**config.mk**
```make
export PLATFORM = sky130hd
export DESIGN_NAME = mem_stage
export DESIGN_NICKNAME = d
export VERILOG_FILES = /design/src/rtl/mem_stage_pkg.sv /design/src/rtl/mem_stage_load_align.sv /design/src/rtl/mem_stage.sv
export SDC_FILE = /design/constraint.sdc
export NUM_CORES = 1
export LEC_CHECK = 0
export BUFFER_PORTS_ARGS = -buffer_cell sky130_fd_sc_hd__buf_2
export CAP_MARGIN = 30
export CORE_MARGIN = 3
export CORE_UTILIZATION = 45
export DETAILED_ROUTE_END_ITERATION = 7
export HOLD_SLACK_MARGIN = 0.15
export PLACE_DENSITY_LB_ADDON = 0.1
export SYNTH_ARGS = -nofsm -noshare
export SYNTH_HDL_FRONTEND = slang
export SYNTH_SLANG_ARGS = --single-unit
```
**constraint.sdc**
```tcl
create_clock -name clk -period 2.34 [get_ports clk]
set_clock_uncertainty 0.1 [all_clocks]
set_input_delay 0.351 -clock clk [delete_from_list [all_inputs] [get_ports clk]]
set_output_delay 0.351 -clock clk [all_outputs]
set_load 0.05 [all_outputs]
```
**src/rtl/mem_stage_pkg.sv**
```systemverilog
// Shared types and encodings for the memory-access pipeline stage.
package mem_stage_pkg;

    typedef enum logic [2:0] {
        LD_W  = 3'd0,
        LD_B  = 3'd1,
        LD_BU = 3'd2,
        LD_H  = 3'd3,
        LD_HU = 3'd4
    } ld_op_e;

    localparam logic [7:0] ECODE_ADE = 8'h08;
    localparam logic [7:0] ECODE_ALE = 8'h09;

    // One instruction held by the stage.
    typedef struct packed {
        logic [31:0] pc;
        logic [31:0] alu_result;
        logic        gr_we;
        logic [4:0]  dest;
        logic        mem_req;
        logic        is_load;
        logic [2:0]  ld_op;
        logic        ex;
        logic [7:0]  ecode;
    } mem_inst_t;

endpackage

```
**src/rtl/mem_stage_load_align.sv**
```systemverilog
// Load data alignment: picks the addressed byte/half and sign- or zero-extends it.
module load_align
    import mem_stage_pkg::*;
(
    input  logic [31:0] rdata,
    input  logic [1:0]  off,
    input  logic [2:0]  ld_op,
    output logic [31:0] result
);

    logic [7:0]  byte_sel;
    logic [15:0] half_sel;

    // NOTE: every output of a combinational block gets a default first, so no path leaves it unassigned and no latch is inferred.
    always_comb begin
        byte_sel = rdata[{off, 3'b000} +: 8];
        half_sel = off[1] ? rdata[31:16] : rdata[15:0];
        result   = rdata;
        case (ld_op)
            LD_B:    result = {{24{byte_sel[7]}}, byte_sel};
            LD_BU:   result = {24'h0, byte_sel};
            LD_H:    result = {{16{half_sel[15]}}, half_sel};
            LD_HU:   result = {16'h0, half_sel};
            default: result = rdata;
        endcase
    end

endmodule

```
**src/rtl/mem_stage.sv**
```systemverilog
// Memory-access stage: waits for the data-SRAM response, buffers it across Writeback
// stalls, and counts responses still owed to flushed instructions so they can be dropped.
module mem_stage
    import mem_stage_pkg::*;
#(
    parameter int CANCEL_W = 2
) (
    input  logic        clk,
    input  logic        rstn,
    output logic        M_allowin,
    input  logic        EM_valid,
    input  logic [31:0] em_pc,
    input  logic [31:0] em_alu_result,
    input  logic        em_gr_we,
    input  logic [4:0]  em_dest,
    input  logic        em_mem_req,
    input  logic        em_is_load,
    input  logic [2:0]  em_ld_op,
    input  logic        em_ex,
    input  logic [7:0]  em_ecode,
    input  logic        data_ok,
    input  logic [31:0] data_rdata,
    input  logic        W_allowin,
    input  logic        ex_en,
    output logic        MW_valid,
    output logic [31:0] mw_pc,
    output logic [31:0] mw_final_result,
    output logic        mw_gr_we,
    output logic [4:0]  mw_dest,
    output logic        mw_ex,
    output logic [7:0]  mw_ecode,
    output logic        m_fwd_we,
    output logic [4:0]  m_fwd_dest,
    output logic [31:0] m_fwd_data,
    output logic        m_fwd_stall
);

    localparam logic [CANCEL_W-1:0] CNT_MAX = '1;

    mem_inst_t           inst;
    logic                M_valid;
    logic                rbuf_valid;
    logic [31:0]         rbuf;
    logic [CANCEL_W-1:0] cancel_cnt;

    logic        data_ok_live;
    logic        M_ready_go;
    logic        leave;
    logic        cnt_inc;
    logic        cnt_dec;
    logic [31:0] aligned_load;
    logic [31:0] final_result;

    // A response only belongs to the current instruction once all orphaned ones are drained.
    assign data_ok_live = data_ok && (cancel_cnt == '0);
    assign M_ready_go   = !inst.mem_req || inst.ex || rbuf_valid || data_ok_live;
    assign M_allowin    = !M_valid || (M_ready_go && W_allowin);
    assign MW_valid     = M_valid && M_ready_go;
    assign leave        = MW_valid && W_allowin;

    assign cnt_dec = data_ok && (cancel_cnt != '0);
    assign cnt_inc = ex_en && M_valid && inst.mem_req && !inst.ex && !rbuf_valid && !data_ok_live;

    load_align u_load_align (
        .rdata  (rbuf_valid ? rbuf : data_rdata),
        .off    (inst.alu_result[1:0]),
        .ld_op  (inst.ld_op),
        .result (aligned_load)
    );

    assign final_result = (inst.mem_req && inst.is_load && !inst.ex) ? aligned_load : inst.alu_result;

    // NOTE: state registers use non-blocking assignments so every flop samples pre-edge values.
    always_ff @(posedge clk or negedge rstn) begin
        if (!rstn) begin
            M_valid <= 1'b0;
            inst    <= '0;
        end else if (ex_en) begin
            M_valid <= 1'b0;
        end else if (M_allowin) begin
            M_valid <= EM_valid;
            if (EM_valid) begin
                inst <= '{pc: em_pc, alu_result: em_alu_result, gr_we: em_gr_we,
                          dest: em_dest, mem_req: em_mem_req, is_load: em_is_load,
                          ld_op: em_ld_op, ex: em_ex, ecode: em_ecode};
            end
        end
    end

    always_ff @(posedge clk or negedge rstn) begin
        if (!rstn) begin
            rbuf_valid <= 1'b0;
            rbuf       <= '0;
        end else if (ex_en || leave) begin
            rbuf_valid <= 1'b0;
        end else if (M_valid && inst.mem_req && !rbuf_valid && data_ok_live && !W_allowin) begin
            rbuf_valid <= 1'b1;
            rbuf       <= data_rdata;
        end
    end

    // A simultaneous flush and orphan drain leave the count unchanged.
    always_ff @(posedge clk or negedge rstn) begin
        if (!rstn) begin
            cancel_cnt <= '0;
        end else if (cnt_inc && !cnt_dec) begin
            if (cancel_cnt != CNT_MAX) cancel_cnt <= cancel_cnt + 1'b1;
        end else if (cnt_dec && !cnt_inc) begin
            cancel_cnt <= cancel_cnt - 1'b1;
        end
    end

    cancel_overflow: assert property (@(posedge clk) disable iff (!rstn)
        !(cnt_inc && !cnt_dec && cancel_cnt == CNT_MAX));

    assign mw_pc           = inst.pc;
    assign mw_final_result = final_result;
    assign mw_gr_we        = M_valid && inst.gr_we;
    assign mw_dest         = inst.dest;
    assign mw_ex           = M_valid && inst.ex;
    assign mw_ecode        = inst.ecode;

    assign m_fwd_we    = M_valid && inst.gr_we && !inst.ex;
    assign m_fwd_dest  = inst.dest;
    assign m_fwd_data  = final_result;
    assign m_fwd_stall = m_fwd_we && inst.is_load && !M_ready_go;

endmodule

```
==> metrics <==
Worst setup EP type=primary output; Fill cells=1019; met2 wire length=10700 µm; Buffers on Ports=241; first-pass GRT wire length=34700 µm; Clock Latency Late Sink=0.41 ns; VDD IR max=0.573 mV; Final Hold Fails=0; Worst setup SP type=register; critical path cell sequence=buf_12 > mux4_2 > a21boi_4 > a21oi_4 > buf_12 > o21ai_4 > buf_8; area of the multi-input gates=3960 µm²; maximum buffer depth of the clock tree=2; Critical Path AT=2.33 ns; Synth top area share=0.422; CTS Buf Count=17; routability-driven placement congestion ratio=0.858; routed length on met3=1100 µm; Yosys top cell by area=dfrtp_1; M1 WL=9560 µm; top post-synthesis cells by area=dfrtp_1 42%, mux2_4 13%, mux2_2 10%; Seq/Total Area, Yosys=0.422; Yosys cell types=44; # IOs=242; hold path depth=2; Hold Path Class=in2reg; # diodes=0; vias=5791; largest net degree at the start of global routing=48; most frequent cells in the layout=178 x buf_2, 119 x dlygate4sd3_1, 115 x dfrtp_1; final wirelength=21600 µm; Slew headroom=0.626; yosys warns=0; period utilisation layout=1.19; Yosys reg bits=120; CP max stage cell=mux4_2; Syn Inst Count=588; synthesized area=7120 µm²; static leakage=5.04 nW; total power=10.6 mW; Avg Cell Area, Syn=12.1 µm²; Core ar.=15300 µm²; Die ar.=17400 µm²; first drt pass iteration count=4; Min Clock Period, post-route=2.78 ns; Final Instance Count excl. Fillers=1135; clk slew on worst S/H paths=0.06 ns; maxcap violations=0; antenna violations before repair=2; routed wire length per instance=19.1 µm; GRT Total Usage=0.250; status=finished with violations; root buffer cell=clkbuf_16; area delta synth->final=59.0%; CP dominant cell by count=buf_12; f_max=360 MHz; placed insts=968; Slew Limit Fails=0; Reg2Reg Depth=6; post-placement setup slack=-0.0827 ns; commonest non-fill, non-tap cell in the layout=buf_2; Initial DRC Count=278; share of layout cells above drive strength 1=0.605; Mapped Nets=710; Power per Cell Area=938 nW/µm²; EDFF count, synth=0; max incr delay on CP=0.52 ns; hpwl dp=13900 µm; fin worst setup slack=-0.437 ns; CTS tree=yes; CTS H-tree lvls=4; Worst-Margin Slew=0.561 ns; Final ANT Viol Nets=0; RSZ-0062 raised after global routing=true; # nets final=1033; Residual DRC=0; final core utilization=0.739; Critical Path RT=1.89 ns; DIE HEIGHT=132 µm; endpoints failing setup=64; gr ovfl total=0; # clock sinks=120; Vias/cell=5.10; vias in the first global route=6373; Starting Density=0.465; worst-path fanout max=8; die width=132 µm; Post-synth top flop=dfrtp_1; ys async rst share=1.00; # rows=45; Top Layer Used=met5; register area=3010 µm²; Worst Path Class, Setup=reg2out; failing checks=negative setup slack
where the power goes:
part | internal (mW) | total (mW) | switching, mW
combinational | 2.05 | 5.17 | 3.12
clock | 1.59 | 2.64 | 1.05
sequential | 2.50 | 2.81 | 0.305
routing by layer:
layer | vias to the layer above | global-route usage
li1 | 2698 | -
met1 | 2857 | 0.326
met2 | 205 | 0.420
met3 | 27 | 0.0656
met4 | 4 | 0.0595
met5 | - | 0
sequential cells by signal (all words and copies together) (netlist names):
register,flops
mw_ecode,8
inst,39
rbuf,32
m_fwd_dest,5
mw_pc,32
rbuf_valid,1
M_valid,1
cancel_cnt,2
kinds of logic (layout without fill, tap and decap cells):
group,Yosys count,after routing,share of synthesized area
AO/OA/AOI/OAI,91,91,0.0858
buffers and inverters,126,462,0.125
AND/OR/NAND/NOR,86,86,0.0597
flip-flops,120,120,0.422
XOR/XNOR,1,1,0.00123
multiplexers,164,164,0.307
cell type report:
cell class | instances | share of cell area
Tap cell | 211 | 0.0233
Sequential cell | 120 | 0.266
Inverter | 5 | 0.00199
Clock inverter | 14 | 0.0145
Multi-Input combinational cell | 342 | 0.349
Clock buffer | 18 | 0.0379
Timing Repair Buffer | 425 | 0.307
synthesized netlist by cell type (3+ instances only):
library cell    n
mux2i_1        26
a211oi_1        4
mux2_4         60
a31oi_1         8
and2_1          3
nand3_1         3
clkbuf_1       10
mux4_2         13
buf_2          10
nor2b_1         3
o22ai_1         7
inv_1           5
a221oi_1        6
nor3_1          4
o21ai_0        20
a22oi_1        21
nand2b_1        5
nor2_1         35
nand2_1        17
nand3b_1        5
a21oi_1        14
buf_1           3
buf_4          89
a32oi_1         3
buf_6           9
mux2_2         65
dfrtp_1       120
stage by stage:
stage                     instance area (µm²)  hold WS, ns  TNS [ns]
final                                   11300        0.177    -24.16
after CTS                               11200        0.151    -23.69
after detailed placement                 8670        0.267     -2.12
after global routing                    11300        0.155    -28.40
after global placement                   8670        0.258    -0.720
after floorplan                          7680      -0.0446     -2.84
repair_timing:
action | in CTS | in global routing
buffers inserted | 15 | 4
pin swaps | 6 | 14
endpoints found under the setup margin | 64 | 65
endpoints found under the hold margin | 154 | 0
resized for setup | 162 | 35
hold buffers | 119 | 0
gates cloned | 1 | 0
path summary, 6_finish.rpt:
kind,start,endpoint,slack (ns)
setup / recovery,rbuf_valid,m_fwd_data[22],-0.44
setup reg to reg,rbuf_valid,rbuf[28],0.20
hold reg to reg,mw_ecode[7],mw_ecode[7],0.41
hold / removal,data_rdata[9],rbuf[9],0.18
max in group asynchronous,rstn,inst[41],1.10
min in group asynchronous,rstn,m_fwd_dest[0],0.35
critical path: cells and delay by family, from the launching register on:
family / cells / cell delay [ns]
buf+inv: 3 / 0.51
mux: 1 / 0.52
flops: 1 / 0.41
compound gates: 3 / 0.46
Power figures use the tool's default switching activity.
